## config.mk

```make
export PLATFORM = sky130hd
export DESIGN_NAME = conware_seq_flat
export DESIGN_NICKNAME = d
export VERILOG_FILES = /design/src/rtl/conware_seq_if.sv /design/src/rtl/conware_seq.sv /design/src/flat_wrapper.sv
export SDC_FILE = /design/constraint.sdc
export NUM_CORES = 1
export LEC_CHECK = 0
export ABC_CLOCK_PERIOD_IN_PS = 4600
export BUFFER_PORTS_ARGS = -buffer_cell sky130_fd_sc_hd__buf_2
export CORE_MARGIN = 4
export CORE_UTILIZATION = 40
export DETAILED_ROUTE_END_ITERATION = 12
export MAX_ROUTING_LAYER = met4
export PLACE_DENSITY = 0.67
export SETUP_SLACK_MARGIN = 0.4
export SYNTH_ARGS = -nofsm -noshare
export SYNTH_HDL_FRONTEND = slang
export SYNTH_SLANG_ARGS = --single-unit
export TNS_END_PERCENT = 20
```

## constraint.sdc

```tcl
create_clock -name clk -period 4.6 [get_ports clk]
set_clock_uncertainty 0.2 [all_clocks]
set_input_delay 0.69 -clock clk [delete_from_list [all_inputs] [get_ports clk]]
set_output_delay 0.69 -clock clk [all_outputs]
set_load 0.1 [all_outputs]
```

## src/rtl/conware_seq_if.sv

```systemverilog
`default_nettype none
// ============================================================================
// Module  : conware_seq_if
// Brief   : Input-board / result-board handshake bundle for conware_seq.
// Revision: 1.0 - initial release
// ============================================================================
interface conware_seq_if #(
   parameter int N = 16
) ();
   logic [N-1:0] in_data;
   logic         in_valid;
   logic         in_ready;
   logic [N-1:0] out_data;
   logic         out_valid;
   logic         out_ready;

   // Buffer side: supplies boards, consumes results.
   modport master (
      output in_data, in_valid, out_ready,
      input  in_ready, out_data, out_valid
   );

   // Sequencer side.
   modport slave (
      input  in_data, in_valid, out_ready,
      output in_ready, out_data, out_valid
   );
endinterface
`default_nettype wire

```

## src/rtl/conware_seq.sv

```systemverilog
`default_nettype none
// ============================================================================
// Module  : conware_seq
// Brief   : Runs a Game-of-Life board through gen_count generations using
//           external next-state logic. Optional still-life early exit is
//           enabled by defining CONWARE_SEQ_EARLY_EXIT_EN.
// Revision: 1.0 - initial release
// ============================================================================
module conware_seq #(
   parameter  int WIDTH  = 4,
   parameter  int HEIGHT = 4,
   parameter  int GWIDTH = 16,
   localparam int N      = WIDTH * HEIGHT
) (
   input  wire logic              clk,
   input  wire logic              rst,
   input  wire logic              start,
   input  wire logic [GWIDTH-1:0] gen_count,
   conware_seq_if.slave           bus,
   output      logic [N-1:0]      cur_states,
   input  wire logic [N-1:0]      next_states,
   output      logic              busy,
   output      logic              done,
   output      logic [GWIDTH-1:0] gens_run,
   output      logic              stable
);

   typedef enum logic [1:0] {
      ST_IDLE   = 2'd0,
      ST_LOAD   = 2'd1,
      ST_ITER   = 2'd2,
      ST_UNLOAD = 2'd3
   } state_t;

   state_t            state_q, state_d;
   logic [N-1:0]      board_q, board_d;
   logic [GWIDTH-1:0] remaining_q, remaining_d;
   logic [GWIDTH-1:0] gens_q, gens_d;
   logic              stable_q, stable_d;
   logic              done_q, done_d;
   logic              in_ready;
   logic              out_valid;
   logic              still;

`ifdef CONWARE_SEQ_EARLY_EXIT_EN
   assign still = (next_states == board_q);
`else
   assign still = 1'b0;
`endif

   always_comb begin
      state_d     = state_q;
      board_d     = board_q;
      remaining_d = remaining_q;
      gens_d      = gens_q;
      stable_d    = stable_q;
      done_d      = 1'b0;
      in_ready    = 1'b0;
      out_valid   = 1'b0;

      case (state_q)
         ST_IDLE: begin
            if (start) begin
               remaining_d = gen_count;
               gens_d      = '0;
               stable_d    = 1'b0;
               state_d     = ST_LOAD;
            end
         end
         ST_LOAD: begin
            in_ready = 1'b1;
            if (bus.in_valid) begin
               board_d = bus.in_data;
               state_d = (remaining_q == '0) ? ST_UNLOAD : ST_ITER;
            end
         end
         ST_ITER: begin
            // A still life freezes the board and ends the run without counting.
            if (still) begin
               stable_d = 1'b1;
               state_d  = ST_UNLOAD;
            end else begin
               board_d     = next_states;
               remaining_d = remaining_q - 1'b1;
               gens_d      = gens_q + 1'b1;
               if (remaining_q == GWIDTH'(1)) begin
                  state_d = ST_UNLOAD;
               end
            end
         end
         ST_UNLOAD: begin
            out_valid = 1'b1;
            if (bus.out_ready) begin
               done_d  = 1'b1;
               state_d = ST_IDLE;
            end
         end
         default: state_d = ST_IDLE;
      endcase
   end

   always_ff @(posedge clk) begin
      if (rst) begin
         state_q     <= ST_IDLE;
         board_q     <= '0;
         remaining_q <= '0;
         gens_q      <= '0;
         stable_q    <= 1'b0;
         done_q      <= 1'b0;
      end else begin
         state_q     <= state_d;
         board_q     <= board_d;
         remaining_q <= remaining_d;
         gens_q      <= gens_d;
         stable_q    <= stable_d;
         done_q      <= done_d;
      end
   end

   assign bus.in_ready  = in_ready;
   assign bus.out_valid = out_valid;
   assign bus.out_data  = board_q;
   assign cur_states    = board_q;
   assign busy          = (state_q != ST_IDLE);
   assign done          = done_q;
   assign gens_run      = gens_q;
   assign stable        = stable_q;

endmodule
`default_nettype wire

```

## src/flat_wrapper.sv

```systemverilog
// flat-port wrapper written by rule: the top's interface ports become plain ports
module conware_seq_flat 
#(
   parameter  int WIDTH  = 4,
   parameter  int HEIGHT = 4,
   parameter  int GWIDTH = 16,
   localparam int N      = WIDTH * HEIGHT
)
  (clk, rst, start, gen_count, cur_states, next_states, busy, done, gens_run, stable, bus_in_data, bus_in_valid, bus_out_ready, bus_in_ready, bus_out_data, bus_out_valid);
  conware_seq_if bus_i ();
  input  wire logic clk;
  input  wire logic rst;
  input  wire logic start;
  input  wire logic [GWIDTH-1:0] gen_count;
  output      logic [N-1:0] cur_states;
  input  wire logic [N-1:0] next_states;
  output      logic busy;
  output      logic done;
  output      logic [GWIDTH-1:0] gens_run;
  output      logic stable;
  input wire logic [$bits(bus_i.in_data)-1:0] bus_in_data;
  input wire logic [$bits(bus_i.in_valid)-1:0] bus_in_valid;
  input wire logic [$bits(bus_i.out_ready)-1:0] bus_out_ready;
  output wire logic [$bits(bus_i.in_ready)-1:0] bus_in_ready;
  output wire logic [$bits(bus_i.out_data)-1:0] bus_out_data;
  output wire logic [$bits(bus_i.out_valid)-1:0] bus_out_valid;
  assign bus_i.in_data = bus_in_data;
  assign bus_i.in_valid = bus_in_valid;
  assign bus_i.out_ready = bus_out_ready;
  assign bus_in_ready = bus_i.in_ready;
  assign bus_out_data = bus_i.out_data;
  assign bus_out_valid = bus_i.out_valid;
  conware_seq #(.WIDTH(WIDTH), .HEIGHT(HEIGHT), .GWIDTH(GWIDTH)) u_core (.clk(clk), .rst(rst), .start(start), .gen_count(gen_count), .bus(bus_i), .cur_states(cur_states), .next_states(next_states), .busy(busy), .done(done), .gens_run(gens_run), .stable(stable));
endmodule
```

; ---- After elaboration in Yosys (flattened, before gate mapping)
; Cells that the tools add are included.
[totals]
ff_bits = 51
latchBits = 0
ram_bits = 0
mem_bits_ro = 0
in_bits = 53
out_inout_bits = 53
word_cells = 40
n_memories = 0
[classes]
n_addsub = 2
multipliers = 0
n_div = 0
n_lt_le_gt_ge = 0
eq_ne = 8
shift = 0
muxes = 15
bitwise_logic = 1
reduce_logical = 9
[op_table]
columns = operator, count
row1 = $pmux W16 S2, 3
row2 = $mux W16, 3
row3 = $add A16 B1 Y16 const B, 1
row4 = $eq A16 B1 Y1 const B, 1
row5 = $logic_not A16 Y1, 1
row6 = $sub A16 B1 Y16 const B, 1
row7 = $mux W2, 4
row8 = $pmux W2 S4, 1
row9 = $ne A2 B2 Y1 const B, 3
row10 = $reduce_bool A2 Y1, 3
row11 = $eq A2 B2 Y1 const B, 2
row12 = $mux W1, 4
row13 = $reduce_and A2 Y1, 2
row14 = $reduce_and A4 Y1, 1
row15 = $eq A2 B1 Y1 const B, 1
row16 = $logic_not A2 Y1, 1
row17 = $ne A2 B1 Y1 const B, 1
row18 = $reduce_or A2 Y1, 1
row19 = $not A1 Y1, 1

; ---- Longest topological paths before layout
[depth]
depth_word = 4
depth_mapped = 9
depth_no_buf = 6

; ---- Worst setup path after synthesis
; Ideal clock, no wire load.
[synth_path]
kind = register to register
start = register u_core.gens_q[3], in the netlist u_core.gens_run[3]
end = register u_core.gens_q[15], in the netlist u_core.gens_run[15]
arrival_ps = 2300
required_time_ps = 4330
setup_slack_ps = 2031
stages_incl_launch_ff = 5
path_buffers = 0
synth_period_minus_slack_ps = 2569
cell_sequence = dfxtp_1 -> and4_1 -> nand3_1 -> or4_1 -> a21oi_1
[synth_between]
elab_chain_len = 2
[synth_rtl]
columns = element, line
row1 = from (decl), conware_seq.sv:38  ; logic [GWIDTH-1:0] gens_q, gens_d;
row2 = from (signal assigned), conware_seq.sv:114  ; gens_q <= gens_d;
row3 = $add A16 B1 Y16, conware_seq.sv:85  ; gens_d = gens_q + 1'b1;
row4 = $pmux W16 S2, conware_seq.sv:61  ; case (state_q)
; Every way passes these cells.
; A chain may end at the register's enable or synchronous reset.

; ---- Worst setup path after layout
[layout_path]
start = register u_core.state_q[0]
end = register u_core.gens_q[15], in the netlist u_core.gens_run[15]
[layout_between]
elab_chain_len = 3
[layout_rtl]
columns = element, line
row1 = from (decl), conware_seq.sv:35  ; state_t state_q, state_d;
row2 = from (signal assigned), conware_seq.sv:111  ; state_q <= state_d;
row3 = $eq A2 B2 Y1 / $logic_not A2 Y1 (equally long branches), conware_seq.sv:61
row4 = $reduce_bool A2 Y1 (no source line) / $ne A2 B2 Y1 (equally long branches), --
row5 = $reduce_and A2 Y1 (no source line), --
; Parallel ways exist; a longest one is shown, timed or not.

==> reports/summary.md <==
Data on the critical path arrives at its endpoint at 3.37 ns. The main flop type after synthesis was sky130_fd_sc_hd__dfxtp_1. Along the worst path, the maximum fanout reaches 47. The average cell area after synthesis came out at 8.33 µm².

The overall via count from detail_route came out at 2,799. From left edge to right edge, the die measures 93.1 µm. The max-slew violation total from the final report is 0, and the number of diodes is 0. The iteration-0 DRC count of the detailed router was 163; the fmax was 0.300 GHz. The number of antenna violations at the first check in global routing was 0; the met1 demand-to-capacity share in global routing was 0.225.

Number of distinct library cells after synthesis: 52. STA classifies the critical path endpoint as a register. After clock tree synthesis, the clock-pin slew on the worst setup and hold paths is 0.09 ns. The total of max-cap violations was 0; the number of remaining DRC errors was 0. In this run the tool buffered the top-level ports with 104 buffer cells.

The first detailed-routing pass ran for 5 iterations. Adding up every negative setup slack in the final design gives 0 ns. Setup violations remaining at the end of the flow were counted as 0. In the synthesized netlist, the number of instances is 348. The number of nets still failing antenna checks after routing is 0, and the number of buffers inserted for hold repair after clock tree synthesis is 0. The async set-reset flop share out of synthesis is 0.

The library cell used most frequently in the layout, excluding fill and tap cells, is sky130_fd_sc_hd__buf_2. Wires add up to 7250 µm. The delay contributed by the slowest stage of the critical path works out to 0.90 ns.

The logs give 8670 µm² for the floorplan die area and 4.64 ns for the required time of the worst setup path. Once placement completed, the tool counted placed cells totaling 511. Class of the worst hold path: register to register. The worst-case headroom to the max-slew limit came out at 0.303. Synthesis inferred 51 register bits. The final worst-path cycle share was 0.725. The run gives 0 as the count of endpoints failing hold in the final timing report. The kind of cell with the highest combined delay along the critical path is adder cells.

Buffering stage count on the worst path with inverters included: 1. The run gives 0.352 as the proportion of synthesized chip area in sequential cells. For the pin with the worst max-slew slack, the measured transition is 1.05 ns. The run gives 0 as the warning count from the yosys run. The tools report the clock tree root driver cell as sky130_fd_sc_hd__clkbuf_8. The critical path goes through inv_1 > ha_2 > mux2_2 > nand3_1 > or4_1 > a21oi_1. When the netlist entered floorplanning its net count stood at 408. Yosys mapped a number of flops with a built-in enable equal to 0.

Entering global routing, the biggest net connects 48 pins. Counting the buffers created by CTS gives 5. STA classifies the critical path startpoint as a register. Summing every instance area after synthesis gives 2900 µm². The global routing stage identified its most utilized layer as met2. After the flow finishes, the layout carries non-filler instances totaling 519. The top cell types in the final layout, fill and taps aside, are sky130_fd_sc_hd__buf_2 (104), sky130_fd_sc_hd__dfxtp_1 (51), sky130_fd_sc_hd__nor2_1 (36), sky130_fd_sc_hd__a21oi_1 (28), sky130_fd_sc_hd__a211oi_1 (21).

The run gives 0.0330 as the met3 track utilization from global routing. The slowest stage of the critical path belongs to the cell sky130_fd_sc_hd__ha_2. The initial core utilization was 0.420; the all-layer global routing usage was 0.170. The area growth from synthesis to layout is 18.0%. The clock tree synthesis step divided the H-tree into 2 levels. The tools report the buffer count from post-CTS setup fixing as 0. The first global-routing pass estimated 11,900 µm of wire.

The run finished with clean final reports. TritonCTS built the clock tree. The congestion estimate from routability-driven global placement came to 0.837. After the last flow step, the layout net total stands at 482. The CTS sink count was 51; the final critical path time including I/O delays and setup was 3.33 ns. The fraction of layout cells with a size suffix above 1 is 0.284. The residual overflow from global routing is 0.

The sum of net half-perimeters after detailed placement is 5130 µm, and the die span in y is 93.1 µm. The logs give 106 for the I/O pin total and 0.293 ns for the tightest hold margin. The later pin in the worst-skew pair is clocked with a latency of 0.31 ns. The via density per instance works out to 5.39. The critical path is of the register to register type. The post-CTS resize count came out at 0. Setup repair after global routing left no endpoint under its margin.

The site row count came out at 30. The met2 global-route usage is 0.263, and the core area is 6910 µm². The tools report the via count of the first global-routing pass as 2,618. The clock passes through at most 2 buffers. Dividing the detail-routed wire length by the instance count gives 14.0 µm.
## cell type report
class,instances,area (µm²)
tap,96,120
multi-input combinational,252,1620
fill,710,3490
clock inverter,1,7.51
inverter,7,26.3
sequential,51,1020
clock buffer,7,96.3
timing repair buffer,105,528
## kinds of logic (layout without fill, tap and decap cells)
| kind of cell | after synthesis | in the layout | synth area share |
|---|---|---|---|
| compound gates | 93 | 93 | 0.206 |
| xor+xnor | 6 | 6 | 0.0181 |
| fa+ha+maj | 7 | 7 | 0.0302 |
| buf+inv | 45 | 120 | 0.0906 |
| flops | 51 | 51 | 0.352 |
| mux | 19 | 19 | 0.0660 |
| other cells | 1 | 1 | 0.00129 |
| simple gates | 126 | 126 | 0.235 |
## per-layer routing
layer / vias to the layer above / wire [µm]
met2: 85 / 3290
met3: 11 / 437
met4: 0 / 94
met1: 1274 / 3430
met5: - / 0
li1: 1429 / -
## state kept, by name, summed over array words and instances, names as in the netlist
name,flops
u_core.remaining_q,16
u_core.bus.out_data,16
u_core.state_q,2
u_core.done,1
u_core.gens_run,16
## cell usage after synthesis (2+ instances only)
master / number / area share
sky130_fd_sc_hd__a22oi_1: 2 / 0.0052
sky130_fd_sc_hd__ha_1: 7 / 0.030
sky130_fd_sc_hd__o21ai_1: 2 / 0.0035
sky130_fd_sc_hd__or3_1: 6 / 0.013
sky130_fd_sc_hd__clkbuf_1: 12 / 0.016
sky130_fd_sc_hd__buf_2: 2 / 0.0035
sky130_fd_sc_hd__nor2b_1: 8 / 0.017
sky130_fd_sc_hd__inv_1: 7 / 0.0091
sky130_fd_sc_hd__nand3b_1: 2 / 0.0052
sky130_fd_sc_hd__or4_1: 7 / 0.018
sky130_fd_sc_hd__a211oi_1: 21 / 0.054
sky130_fd_sc_hd__o32ai_1: 2 / 0.0060
sky130_fd_sc_hd__nand4_1: 11 / 0.024
sky130_fd_sc_hd__nor3_1: 8 / 0.014
sky130_fd_sc_hd__dfxtp_1: 51 / 0.35
sky130_fd_sc_hd__nor2_1: 36 / 0.047
sky130_fd_sc_hd__buf_6: 2 / 0.0078
sky130_fd_sc_hd__buf_4: 20 / 0.052
sky130_fd_sc_hd__xor2_1: 5 / 0.015
sky130_fd_sc_hd__a31oi_1: 4 / 0.0086
sky130_fd_sc_hd__a21oi_1: 28 / 0.048
sky130_fd_sc_hd__nand2_1: 13 / 0.017
sky130_fd_sc_hd__and2_1: 3 / 0.0065
sky130_fd_sc_hd__a21o_1: 2 / 0.0052
sky130_fd_sc_hd__nor4_1: 6 / 0.013
sky130_fd_sc_hd__mux2i_1: 18 / 0.062
sky130_fd_sc_hd__o31ai_1: 6 / 0.016
sky130_fd_sc_hd__nand2b_1: 4 / 0.0086
sky130_fd_sc_hd__o21ai_0: 16 / 0.028
sky130_fd_sc_hd__and3_1: 4 / 0.0086
sky130_fd_sc_hd__nor3b_1: 2 / 0.0052
sky130_fd_sc_hd__nand3_1: 11 / 0.019
## path summary, 6_finish.rpt
path / end / from / slack, ns / cells after the start
max: u_core.gens_run[15] / u_core.state_q[0] / 1.27 / 6
min: u_core.gens_run[15] / u_core.gens_run[15] / 0.29 / 2
max reg2reg: u_core.gens_run[15] / u_core.state_q[0] / 1.27 / 6
min reg2reg: u_core.gens_run[15] / u_core.gens_run[15] / 0.29 / 2
## worst register-to-register path, cell delays in order (launching register included)
cell and delay, ns:
sky130_fd_sc_hd__dfxtp_1 0.35, sky130_fd_sc_hd__inv_1 0.13, sky130_fd_sc_hd__ha_2 0.90, sky130_fd_sc_hd__mux2_2 0.66, sky130_fd_sc_hd__nand3_1 0.34, sky130_fd_sc_hd__or4_1 0.55
sky130_fd_sc_hd__a21oi_1 0.15
## through the flow
step | area [µm²] | utilization | setup WS (ns)
after floorplan | 2900 | - | 2.03
after global placement | 3320 | 0.480 | 1.39
after detailed placement | 3320 | 0.480 | 1.31
after CTS | 3420 | 0.495 | 1.29
after global routing | 3420 | 0.495 | 1.02
final | 3420 | 0.495 | 1.27
Power is left out: the tool's default activity adds up to more than one toggle a clock period on the data nets, which glitch-free logic cannot reach.
